[config.mk]
export PLATFORM = sky130hd
export DESIGN_NAME = uart_tx_arbiter_flat
export DESIGN_NICKNAME = d
export VERILOG_FILES = /design/src/rtl/uart_pkg.sv /design/src/rtl/uart_tx_arbiter_if.sv /design/src/rtl/uart_tx_arbiter_rr_pick.sv /design/src/rtl/uart_tx_arbiter.sv /design/src/flat_wrapper.sv
export SDC_FILE = /design/constraint.sdc
export NUM_CORES = 1
export LEC_CHECK = 0
export ABC_AREA = 1
export BUFFER_PORTS_ARGS = -buffer_cell sky130_fd_sc_hd__buf_2
export CAP_MARGIN = 25
export CORE_ASPECT_RATIO = 1.25
export CORE_UTILIZATION = 35
export CTS_CLUSTER_DIAMETER = 120
export DETAILED_ROUTE_END_ITERATION = 8
export GPL_ROUTABILITY_DRIVEN = 0
export GPL_TIMING_DRIVEN = 0
export PLACE_DENSITY_LB_ADDON = 0.25
export SETUP_SLACK_MARGIN = 0.2
export SLEW_MARGIN = 20
export SYNTH_ARGS = -nofsm -noshare
export SYNTH_HDL_FRONTEND = slang
export SYNTH_SLANG_ARGS = --single-unit
[constraint.sdc]
create_clock -name clk -period 2.8 [get_ports clk]
set_input_delay 0.28 -clock clk [delete_from_list [all_inputs] [get_ports clk]]
set_output_delay 0.28 -clock clk [all_outputs]
set_load 0.02 [all_outputs]
[src/rtl/uart_pkg.sv]
// Shared UART definitions: arbiter state encoding plus the data width and
// default burst/timeout constants used by the transmitter, receiver and arbiter.
package uart_pkg;

    localparam int UART_DATA_W      = 8;
    localparam int UART_MAX_BURST   = 4;
    localparam int UART_ACK_TIMEOUT = 15;

    typedef enum logic [2:0] {
        IDLE,
        LOAD,
        START,
        WAIT_ACK,
        WAIT_DONE
    } uart_arb_state_t;

endpackage

[src/rtl/uart_tx_arbiter_if.sv]
// Requester and transmitter handshake bundle for uart_tx_arbiter.
// The master modport is the arbiter side; slave is the requester/transmitter side.
interface uart_tx_arbiter_if
    import uart_pkg::*;
#(
    parameter int NUM_REQ = 4,
    parameter int DATA_W  = UART_DATA_W
);

    logic [NUM_REQ-1:0]        req_valid;
    logic [NUM_REQ*DATA_W-1:0] req_data;
    logic [NUM_REQ-1:0]        req_ready;
    logic [NUM_REQ-1:0]        grant;
    logic [DATA_W-1:0]         tx_data;
    logic                      tx_start;
    logic                      tx_busy;
    logic                      err_timeout;

    modport master (
        input  req_valid, req_data, tx_busy,
        output req_ready, grant, tx_data, tx_start, err_timeout
    );

    modport slave (
        output req_valid, req_data, tx_busy,
        input  req_ready, grant, tx_data, tx_start, err_timeout
    );

endinterface

[src/rtl/uart_tx_arbiter_rr_pick.sv]
// Combinational round-robin picker: first set request at or after ptr_i,
// wrapping modulo NUM_REQ, returned one-hot together with an any-request flag.
module rr_pick #(
    parameter  int NUM_REQ = 4,
    localparam int PTR_W   = $clog2(NUM_REQ)
) (
    input  logic [NUM_REQ-1:0] req_i,
    input  logic [PTR_W-1:0]   ptr_i,
    output logic [NUM_REQ-1:0] winner_o,
    output logic               any_o
);

    localparam int SW = PTR_W + 1;

    logic [SW-1:0] idx;

    // One extra bit on idx lets ptr + offset exceed NUM_REQ before the wrap.
    always_comb begin
        winner_o = '0;
        idx      = '0;
        for (int i = 0; i < NUM_REQ; i++) begin
            idx = {1'b0, ptr_i} + SW'(i);
            if (idx >= SW'(NUM_REQ)) begin
                idx = idx - SW'(NUM_REQ);
            end
            if (winner_o == '0 && req_i[idx[PTR_W-1:0]]) begin
                winner_o[idx[PTR_W-1:0]] = 1'b1;
            end
        end
    end

    assign any_o = |req_i;

endmodule

[src/rtl/uart_tx_arbiter.sv]
// Round-robin arbiter sharing one UART transmitter between NUM_REQ byte sources.
// Define UART_ARB_BURST_EN to let a winner send up to MAX_BURST bytes per grant.
module uart_tx_arbiter
    import uart_pkg::*;
#(
    parameter int NUM_REQ     = 4,
    parameter int DATA_W      = UART_DATA_W,
    parameter int MAX_BURST   = UART_MAX_BURST,
    parameter int ACK_TIMEOUT = UART_ACK_TIMEOUT
) (
    input  logic              clk,
    input  logic              rst_n,
    uart_tx_arbiter_if.master bus
);

    localparam int PTR_W = $clog2(NUM_REQ);

    if (NUM_REQ < 2 || NUM_REQ > 8 || MAX_BURST < 1 || MAX_BURST > 15 ||
        ACK_TIMEOUT < 1 || ACK_TIMEOUT > 255) begin : g_bad_cfg
        $error("uart_tx_arbiter: parameter out of range");
    end

    uart_arb_state_t    state_q, state_d;
    logic [NUM_REQ-1:0] grant_q, grant_d;
    logic [PTR_W-1:0]   w_q, w_d;
    logic [PTR_W-1:0]   rr_ptr_q, rr_ptr_d;
    logic [DATA_W-1:0]  tx_data_q, tx_data_d;
    logic [7:0]         ack_cnt_q, ack_cnt_d;

    logic [NUM_REQ-1:0] pick_onehot;
    logic               pick_any;
    logic [PTR_W-1:0]   pick_idx;
    logic [PTR_W-1:0]   next_ptr;
    logic [DATA_W-1:0]  sel_data;
    logic               burst_more;
    logic               start_pulse;
    logic               timeout_pulse;

    rr_pick #(.NUM_REQ(NUM_REQ)) u_pick (
        .req_i    (bus.req_valid),
        .ptr_i    (rr_ptr_q),
        .winner_o (pick_onehot),
        .any_o    (pick_any)
    );

    always_comb begin
        pick_idx = '0;
        for (int i = 0; i < NUM_REQ; i++) begin
            if (pick_onehot[i]) pick_idx = PTR_W'(i);
        end
    end

    always_comb begin
        sel_data = '0;
        for (int i = 0; i < NUM_REQ; i++) begin
            if (w_q == PTR_W'(i)) sel_data = bus.req_data[i*DATA_W +: DATA_W];
        end
    end

    // The owner just served drops to lowest priority on the next arbitration.
    assign next_ptr = (w_q == PTR_W'(NUM_REQ - 1)) ? '0 : w_q + PTR_W'(1);

`ifdef UART_ARB_BURST_EN
    logic [3:0] burst_cnt_q, burst_cnt_d;

    assign burst_more = bus.req_valid[w_q] && (burst_cnt_q < 4'(MAX_BURST));
`else
    assign burst_more = 1'b0;
`endif

    always_comb begin
        state_d       = state_q;
        grant_d       = grant_q;
        w_d           = w_q;
        rr_ptr_d      = rr_ptr_q;
        tx_data_d     = tx_data_q;
        ack_cnt_d     = ack_cnt_q;
`ifdef UART_ARB_BURST_EN
        burst_cnt_d   = burst_cnt_q;
`endif
        start_pulse   = 1'b0;
        timeout_pulse = 1'b0;

        case (state_q)
            // A busy transmitter here means a frame survived reset; wait it out.
            IDLE: begin
                if (pick_any && !bus.tx_busy) begin
                    grant_d = pick_onehot;
                    w_d     = pick_idx;
`ifdef UART_ARB_BURST_EN
                    burst_cnt_d = '0;
`endif
                    state_d = LOAD;
                end
            end
            LOAD: begin
                if (bus.req_valid[w_q]) begin
                    tx_data_d = sel_data;
`ifdef UART_ARB_BURST_EN
                    burst_cnt_d = burst_cnt_q + 4'd1;
`endif
                    state_d   = START;
                end else begin
                    rr_ptr_d = next_ptr;
                    grant_d  = '0;
                    state_d  = IDLE;
                end
            end
            START: begin
                start_pulse = 1'b1;
                ack_cnt_d   = '0;
                state_d     = WAIT_ACK;
            end
            WAIT_ACK: begin
                if (bus.tx_busy) begin
                    state_d = WAIT_DONE;
                end else if (ack_cnt_q == 8'(ACK_TIMEOUT - 1)) begin
                    timeout_pulse = 1'b1;
                    rr_ptr_d      = next_ptr;
                    grant_d       = '0;
                    state_d       = IDLE;
                end else begin
                    ack_cnt_d = ack_cnt_q + 8'd1;
                end
            end
            WAIT_DONE: begin
                if (!bus.tx_busy) begin
                    if (burst_more) begin
                        state_d = LOAD;
                    end else begin
                        rr_ptr_d = next_ptr;
                        grant_d  = '0;
                        state_d  = IDLE;
                    end
                end
            end
            default: state_d = IDLE;
        endcase
    end

    always_ff @(posedge clk or negedge rst_n) begin
        if (!rst_n) begin
            state_q   <= IDLE;
            grant_q   <= '0;
            w_q       <= '0;
            rr_ptr_q  <= '0;
            tx_data_q <= '0;
            ack_cnt_q <= '0;
`ifdef UART_ARB_BURST_EN
            burst_cnt_q <= '0;
`endif
        end else begin
            state_q   <= state_d;
            grant_q   <= grant_d;
            w_q       <= w_d;
            rr_ptr_q  <= rr_ptr_d;
            tx_data_q <= tx_data_d;
            ack_cnt_q <= ack_cnt_d;
`ifdef UART_ARB_BURST_EN
            burst_cnt_q <= burst_cnt_d;
`endif
        end
    end

    assign bus.grant       = grant_q;
    assign bus.req_ready   = (state_q == LOAD) ? grant_q : '0;
    assign bus.tx_data     = tx_data_q;
    assign bus.tx_start    = start_pulse;
    assign bus.err_timeout = timeout_pulse;

endmodule

[src/flat_wrapper.sv]
// flat-port wrapper written by rule: the top's interface ports become plain ports
module uart_tx_arbiter_flat import uart_pkg::*;
#(
    parameter int NUM_REQ     = 4,
    parameter int DATA_W      = UART_DATA_W,
    parameter int MAX_BURST   = UART_MAX_BURST,
    parameter int ACK_TIMEOUT = UART_ACK_TIMEOUT
)
  (clk, rst_n, bus_req_valid, bus_req_data, bus_tx_busy, bus_req_ready, bus_grant, bus_tx_data, bus_tx_start, bus_err_timeout);
  uart_tx_arbiter_if #(.NUM_REQ(NUM_REQ), .DATA_W(DATA_W)) bus_i ();
  input  logic clk;
  input  logic rst_n;
  input wire logic [$bits(bus_i.req_valid)-1:0] bus_req_valid;
  input wire logic [$bits(bus_i.req_data)-1:0] bus_req_data;
  input wire logic [$bits(bus_i.tx_busy)-1:0] bus_tx_busy;
  output wire logic [$bits(bus_i.req_ready)-1:0] bus_req_ready;
  output wire logic [$bits(bus_i.grant)-1:0] bus_grant;
  output wire logic [$bits(bus_i.tx_data)-1:0] bus_tx_data;
  output wire logic [$bits(bus_i.tx_start)-1:0] bus_tx_start;
  output wire logic [$bits(bus_i.err_timeout)-1:0] bus_err_timeout;
  assign bus_i.req_valid = bus_req_valid;
  assign bus_i.req_data = bus_req_data;
  assign bus_i.tx_busy = bus_tx_busy;
  assign bus_req_ready = bus_i.req_ready;
  assign bus_grant = bus_i.grant;
  assign bus_tx_data = bus_i.tx_data;
  assign bus_tx_start = bus_i.tx_start;
  assign bus_err_timeout = bus_i.err_timeout;
  uart_tx_arbiter #(.NUM_REQ(NUM_REQ), .DATA_W(DATA_W), .MAX_BURST(MAX_BURST), .ACK_TIMEOUT(ACK_TIMEOUT)) u_core (.clk(clk), .rst_n(rst_n), .bus(bus_i));
endmodule
==> results of run 1 <==
[cells in the final DEF, fill, tap and decap left out, drive strengths merged, types with 2 or more instances in the layout]
| cell | count |
|---|---|
| a21oi | 30 |
| ha | 14 |
| buf | 56 |
| clkbuf | 8 |
| nor4 | 3 |
| o22ai | 2 |
| inv | 43 |
| nand2 | 69 |
| o21ai | 31 |
| nor3 | 9 |
| nand4 | 2 |
| nor2 | 23 |
| nand3 | 29 |
| dfrtp | 27 |
[logic make-up after synthesis]
family / Yosys count / synth area share [%]
compound gates: 65 / 17.2
flops: 27 / 32.9
fa+ha+maj: 14 / 8.53
simple gates: 137 / 32.5
buf+inv: 49 / 8.95
[sequential cells by signal, summed over array words and instances (netlist names)]
signal / cells
u_core.rr_ptr_q: 2
u_core.bus.grant: 4
u_core.bus.tx_data: 8
u_core.w_q: 2
u_core.state_q: 3
u_core.ack_cnt_q: 8
[cell type report]
| cell class | count | area, µm² | share of cell area (%) |
|---|---|---|---|
| multi-input cells | 216 | 1190 | 48.4 |
| flip-flops and latches | 27 | 678 | 27.5 |
| repair buffers | 56 | 280 | 11.4 |
| inverters | 44 | 168 | 6.79 |
| well taps | 64 | 80.1 | 3.24 |
| clock buffers | 3 | 41.3 | 1.67 |
| plain buffers | 5 | 18.8 | 0.760 |
| clock inverters | 1 | 7.51 | 0.304 |
[worst min path at each step]
stage | endpoint | slack, ns
after global routing | u_core.bus.tx_data[0] | 0.05
after floorplan | u_core.ack_cnt_q[0] | -0.02
after global placement | u_core.bus.tx_data[0] | 0.33
after detailed placement | u_core.bus.tx_data[0] | 0.32
after CTS | u_core.bus.tx_data[0] | 0.02
final | u_core.bus.tx_data[0] | 0.002
[layer usage]
metal / up-vias / wire, µm
met5: - / 0
met4: 0 / 66
met3: 6 / 110
met2: 23 / 2380
met1: 882 / 2210
li1: 1080 / -
[metrics by stage]
step                      util (%)  instances  instance area [µm²]
final                         44.4        416                 2470
after global routing          44.4        416                 2470
after CTS                     44.3        416                 2460
after detailed placement      43.5        412                 2410
after global placement        43.5        412                 2410
after floorplan                  -        292                 2050
[worst max-delay path, cell delays in order (launching register included)]
cell                       delay [ns]
sky130_fd_sc_hd__dfrtp_2         0.47
sky130_fd_sc_hd__inv_2           0.16
sky130_fd_sc_hd__ha_1            0.27
sky130_fd_sc_hd__inv_1           0.10
sky130_fd_sc_hd__nand3_1         0.08
sky130_fd_sc_hd__nand2_1         0.06
sky130_fd_sc_hd__clkinv_1        0.07
sky130_fd_sc_hd__nand2_2         0.07
sky130_fd_sc_hd__inv_2           0.05
sky130_fd_sc_hd__nand3_2         0.06
sky130_fd_sc_hd__nand3_1         0.11
sky130_fd_sc_hd__nor2_2          0.14
sky130_fd_sc_hd__nand3_1         0.10
sky130_fd_sc_hd__nand2_2         0.10
sky130_fd_sc_hd__nor2_4          0.06
sky130_fd_sc_hd__nand3_2         0.06
sky130_fd_sc_hd__nand2_1         0.08
sky130_fd_sc_hd__nor2_2          0.14
sky130_fd_sc_hd__a21oi_2         0.07
[power breakdown]
group	total, mW	switching [mW]	internal (mW)
Clock	0.223	0.122	0.101
Sequential	0.650	0.123	0.527
Combinational	1.82	1.20	0.615
==> reports/metrics.sh, run 1 <==
DPL_HPWL_UM=3890
FINALHOLDVIOLATIONS=0
YS_TOP_CELLS_BY_COUNT='sky130_fd_sc_hd__nand2_1 (57), sky130_fd_sc_hd__inv_1 (39), sky130_fd_sc_hd__o21ai_0 (30)'
SYN-NUM-NETS=345
HOLD_CLASS='input port to async pin'
VDD.IR_DROP.WORST_mV=0.361
POSTCTSHOLDBUFS=0
NUMBER_OF_WARNINGS_REPORTED_IN_THE_YOSYS_SYNTHESIS_LOG=0
TOTAL_DIE_AREA_UM2=6180
FLOW.AREA_GROWTH_FROM_SYNTHESIS_PCT=20.2
DRT-VIAS-PER-INSTANCE=4.79
POWERDENSITY_nW_PER_UM2=1090
SYNTH_SEQUENTIAL_AREA_RATIO_PCT=32.9
HOLDWS_NS=0.00171
GR-MAX-USAGE-LAYER='met2'
CLOCK_PATH_BUFFERS=2
SYNTHESIZED_AREA_PER_CELL_UM2=7.04
POST-CTS-SETUP-BUFFER-COUNT=0
FIRST_GLOBAL_VIAS=1893
SETUP_WS_NS=0.452
SYNTH.CELL_AREA_UM2=2050
GLOBALROUTETOTALUTIL_PCT=15.4
CP-ENDPOINT='u_core.w_q[0]'
DIE-WIDTH_UM=70.5
FINAL_ANTENNA_NET_COUNT=0
DRV_CAP=0
WORSTSETUPSTARTPOINTTYPE='register'
TOTAL_POWER_CONSUMPTION_mW=2.69
DRT_WL_TOTAL_UM=4760
GLOBAL_ROUTE.USAGE.MET2_PCT=27.4
LEAKAGE_nW=1.29
SETUP.REG_TO_REG.WORST_SLACK_NS=0.45
MAX_SLEW_MARGIN_PCT=60.4
STD_CELL_ROWS=30
SYNTH_TOP_CELLS_BY_AREA='sky130_fd_sc_hd__dfrtp_1 (33%), sky130_fd_sc_hd__nand2_1 (10%), sky130_fd_sc_hd__ha_1 (8.5%)'
SYNTH-MAIN-FF-CELL='sky130_fd_sc_hd__dfrtp_1'
SETUP_VIOL=0
FIRST_PASS_ITERS=6
PERIOD_UTILISATION_LAYOUT_PCT=83.9
NETLIST.AREA_LEADER.SHARE_PCT=32.9
FMAX_MHz=426
SYNTH_AREA_LEADER_CELL='sky130_fd_sc_hd__dfrtp_1'
CLOCK_TREE.HTREE_LEVEL_COUNT=1
FP.COREAREA_UM2=5560
CRIT_ARRIVAL_NS=2.52
CP-STARTPOINT='u_core.rr_ptr_q[1]'
DRT_DRC_VIOLATIONS_LEFT=4
TRITONCTS='done'
NUMBER_OF_ANTENNA_VIOLATIONS_AT_THE_FIRST_CHECK_IN_GLOBAL_ROUTING=0
PRECTSSETUPSLACK_NS=0.328
MET3_USAGE_PCT=1.61
CLKSLEWWORSTSETUPHOLDPATHS_NS=0.09
SYNTH_ENABLE_FLOP_CELLS=0
YS_FF_LATCH=27
CRIT-REG2REG-LAUNCH='u_core.rr_ptr_q[1]'
WIRE_PER_INST_UM=11.5
FINALSETUPTNS_NS=0
SYN-INSTANCE-COUNT=292
CELL_WITH_THE_MOST_INSTANCES_AFTER_SYNTHESIS='sky130_fd_sc_hd__nand2_1'
BOUNDARYPINS=57
FAILED_CHECKS='design-rule violations'
TIMING.CLOCK.SKEW_NS=0.00291
DIE_H_UM=87.7
GRTUSAGEMET1_PCT=19.7
ANTENNA_DIODE_COUNT=0
CTS.SINKS=27
TIMING.FINAL.CRIT_PERIOD_NS=2.35
VIAS=1991
CRITICAL_PATH_REQUIRED_NS=2.97
GRT.OVERFLOW.TOTAL=0
NETS=406
CTS.ROOT.BUFFER_CELL='sky130_fd_sc_hd__clkbuf_8'
INITIAL_CORE_UTIL_PCT=37.0
PIN_COUNT_OF_THE_BIGGEST_NET_ENTERING_GLOBAL_ROUTING=28
FINAL_MAX_SLEW_VIOL_COUNT=0
CRIT_PATH_MAX_FANOUT=9
GRT_PASS1_WL_UM=7850
SYNTH_ASYNC_SR_FLOP_SHARE_PCT=100
CLOCK_LATENCY_REPORTED_FOR_THE_LATE_SIDE_OF_THE_WORST_SKEW_PAIR_NS=0.27
SYNTH.DISTINCT_CELLS=26
N_FILL_CELL=607
CP-END-KIND='register'
TRANSITION_TIME_AT_THE_PIN_WITH_THE_LEAST_SLEW_MARGIN_NS=0.594
CRITICALPATHCATEGORY='register to register'
OUTCOME='finished with violations'
NUMBER_OF_BUFFERS_CREATED_BY_CTS=3
CRIT-REG2REG-CAPTURE='u_core.w_q[0]'
PORT-BUFFER-COUNT=56
POST_CTS_RESIZE_COUNT=0
R2R.WORST_PATH.CELLS=18
FINAL_LAYOUT_SIZE_SUFFIX_GT1_SHARE_PCT=26.7
DRT_ITER0_DRC=79
RSZ0062_AT_GRT='no'
(Power assumes the default switching activity.)
==> run 2, diff against run 1 <==
clock period = 2.2 ns   (was 2.8 ns; I/O delays follow)
==> run 2 against run 1 <==
The flow still finishes with violations (design-rule violations). Power is 57% higher. Via count is 7.7% higher. Final area is 14% higher. Cell count is 4.3% higher. First-iteration DRC count is 30% lower. Non-clock buffer count is 18 higher. Largest power group unchanged. Highest routed layer unchanged.
==> reports/metrics.sh, run 2 (synthesis results as in run 1) <==
TIMING.FINAL.CRIT_PERIOD_NS=2.17  # -0.175 ns
FINAL_ANTENNA_NET_COUNT=0  # unchanged
DRT_ITER0_DRC=55  # -30%
FIRST_GLOBAL_VIAS=2018  # +6.6%
FINAL_LAYOUT_SIZE_SUFFIX_GT1_SHARE_PCT=38.4  # +12 points
TOTAL_POWER_CONSUMPTION_mW=4.23  # +57%
SWSHARE_PCT=52.8  # -1.0 points
INTPOWER_mW=2.00  # +61%
GRT.OVERFLOW.TOTAL=0  # unchanged
CLOCK_LATENCY_REPORTED_FOR_THE_LATE_SIDE_OF_THE_WORST_SKEW_PAIR_NS=0.28  # about the same
NETS=424  # +4.4%
LAYOUT.CELLS.MOST_COMMON='sky130_fd_sc_hd__buf_2'
ANTENNA_DIODE_COUNT=0  # unchanged
WORSTSETUPSTARTPOINTTYPE='register'
TRANSITION_TIME_AT_THE_PIN_WITH_THE_LEAST_SLEW_MARGIN_NS=0.591  # -0.00313 ns
POWER.SHARE.COMBINATIONAL_PCT=73.8  # +6.2 points
PIN_COUNT_OF_THE_BIGGEST_NET_ENTERING_GLOBAL_ROUTING=28  # unchanged
CLKSLEWWORSTSETUPHOLDPATHS_NS=0.09  # about the same
POWER.SHARE.SEQUENTIAL_PCT=19.4  # -4.8 points
PLACEDINSTANCEAREA_UM2=2460  # +1.9%
DIE_H_UM=87.7  # unchanged
DPL_HPWL_UM=4050  # +4.3%
OUTCOME='finished with violations'
INITIAL_CORE_UTIL_PCT=37.0  # unchanged
DRT-VIAS-PER-INSTANCE=4.94  # +3.3%
CLOCK_PATH_BUFFERS=2  # unchanged
FIRST_PASS_ITERS=6  # unchanged
PERIOD_UTILISATION_LAYOUT_PCT=98.8  # +15 points
CRIT_ARRIVAL_NS=2.35  # -0.17 ns
CRITICALPATHCATEGORY='register to register'
TIMING.CLOCK.SKEW_NS=0.00284  # -0.0000743 ns
DRT_DRC_VIOLATIONS_LEFT=2  # -2
LEAKAGE_nW=1.41  # +9.3%
NUMBER_OF_ANTENNA_VIOLATIONS_AT_THE_FIRST_CHECK_IN_GLOBAL_ROUTING=0  # unchanged
SETUP_VIOL=0  # unchanged
BOUNDARYPINS=57  # unchanged
CRITICAL_PATH_REQUIRED_NS=2.37  # -0.60 ns
DRV_CAP=0  # unchanged
POST-PLACE-CELLS=412  # unchanged
CTS.ROOT.BUFFER_CELL='sky130_fd_sc_hd__clkbuf_8'
CLOCK_TREE.HTREE_LEVEL_COUNT=1  # unchanged
FP.COREAREA_UM2=5560  # unchanged
TRITONCTS='done'
FINAL_CELL_COUNT_NO_FILL=434  # +4.3%
POWERDENSITY_nW_PER_UM2=1500  # +38%
FAILED_CHECKS='design-rule violations'
TOTAL_DIE_AREA_UM2=6180  # unchanged
FINAL_DESIGN_AREA_NO_FILL_UM2=2820  # +14%
HOLD_CLASS='input port to register'
STD_CELL_ROWS=30  # unchanged
VDD.IR_DROP.WORST_mV=0.582  # +61%
FINALHOLDVIOLATIONS=0  # unchanged
CLKPWRFRAC_PCT=6.8  # -1.5 points
FINAL_MAX_SLEW_VIOL_COUNT=0  # unchanged
TOTAL_SWITCHING_POWER_mW=2.23  # +54%
HOLDWS_NS=0.155  # +0.154 ns
DRT_WL_TOTAL_UM=5320  # +12%
FMAX_MHz=460  # +8.1%
NUMBER_OF_BUFFERS_CREATED_BY_CTS=3  # unchanged
MOSTFREQUENTLAYOUTCELLS='sky130_fd_sc_hd__buf_2 (56), sky130_fd_sc_hd__nand2_1 (49), sky130_fd_sc_hd__inv_1 (35)'
GRT_PASS1_WL_UM=8490  # +8.2%
WIRE_PER_INST_UM=12.3  # +7.1%
VIAS=2145  # +7.7%
FLOW.AREA_GROWTH_FROM_SYNTHESIS_PCT=37.3
PORT-BUFFER-COUNT=56  # unchanged
RSZ0062_AT_GRT='yes'
CTS.SINKS=27  # unchanged
POST-ROUTE-UTIL_PCT=50.8  # +6.3 points
CRIT_PATH_MAX_FANOUT=6  # -3
GLOBALROUTETOTALUTIL_PCT=17.0  # +1.5 points
MAX_SLEW_MARGIN_PCT=60.6  # +0.21 points
CP-END-KIND='register'
DIE-WIDTH_UM=70.5  # unchanged
## run 2: cell count changes in the layout (fill, tap and decap cells not counted), sizes merged
cell         delta
buf            +17
clkbuf          +1
clkinv          +1
clkinvlp        -1
dlygate4sd3     +1
inv             -1
## run 2: worst paths after layout
kind,startpoint,endpoint,slack [ns],cells after the start
setup reg to reg,u_core.rr_ptr_q[0],u_core.w_q[0],0.03,18
max in group asynchronous,rst_n,u_core.rr_ptr_q[0],1.31,2
setup / recovery,u_core.rr_ptr_q[0],u_core.w_q[0],0.03,18
min in group asynchronous,rst_n,u_core.bus.tx_data[7],0.47,2
hold reg to reg,u_core.bus.tx_data[0],u_core.bus.tx_data[0],0.49,2
hold / removal,bus_req_data[24],u_core.bus.tx_data[0],0.16,3
## run 2: what timing repair did
action / in CTS / in global routing
hold buffers: 1 / 0
setup endpoints to repair: 7 / 19
pin swaps: 7 / 28
setup buffers: 8 / 9
gates resized for setup: 8 / 39
endpoints found under the hold margin: 27 / 0
## run 2: worst max-delay path, cell delays in order, from the launching register on
cell and delay [ns]:
sky130_fd_sc_hd__dfrtp_2 0.44, sky130_fd_sc_hd__clkinv_4 0.11, sky130_fd_sc_hd__buf_4 0.15, sky130_fd_sc_hd__nand2_2 0.08, sky130_fd_sc_hd__nand3_2 0.09, sky130_fd_sc_hd__nand2_4 0.11
sky130_fd_sc_hd__o31ai_4 0.07, sky130_fd_sc_hd__buf_6 0.14, sky130_fd_sc_hd__nand3_4 0.08, sky130_fd_sc_hd__nand2_4 0.07, sky130_fd_sc_hd__buf_4 0.13, sky130_fd_sc_hd__inv_1 0.05
sky130_fd_sc_hd__nand2_2 0.07, sky130_fd_sc_hd__nor2_4 0.16, sky130_fd_sc_hd__nand3_2 0.09, sky130_fd_sc_hd__nand2_2 0.07, sky130_fd_sc_hd__inv_2 0.05, sky130_fd_sc_hd__nand2_2 0.06
sky130_fd_sc_hd__a21oi_2 0.04
## run 2: power groups by stage
| stage | clock (mW) | sequential [mW] | combinational [mW] |
|---|---|---|---|
| final | 0.287 | 0.820 | 3.12 |
| after global routing | 0.309 | 0.846 | 3.47 |
| after CTS | 0.294 | 0.822 | 2.65 |
| after detailed placement | 0 | 0.840 | 2.45 |
| after global placement | 0 | 0.843 | 2.42 |
| after floorplan | 0 | 0.914 | 1.82 |
## run 2: final cells by class
| type | count | area, µm² |
|---|---|---|
| inverter | 44 | 179 |
| timing repair buffer | 74 | 422 |
| multi-input combinational | 216 | 1400 |
| buffer | 5 | 21.3 |
| sequential | 27 | 678 |
| fill | 547 | 2740 |
| tap | 64 | 80.1 |
| clock buffer | 4 | 45.0 |
## run 2: through the flow
step	setup WS [ns]	setup TNS, ns
final	0.0273	0
after global routing	-0.135	-0.689
after CTS	0.0726	0
after detailed placement	-0.0594	-0.267
after global placement	-0.0621	-0.262
after floorplan	0.186	0
## run 2: per-layer routing
metal,GRT usage [%],up-vias,wire length [µm]
met3,1.50,5,91
met1,20.0,999,2340
met4,5.38,0,54
met2,32.6,26,2840
met5,0,-,0
li1,-,1115,-
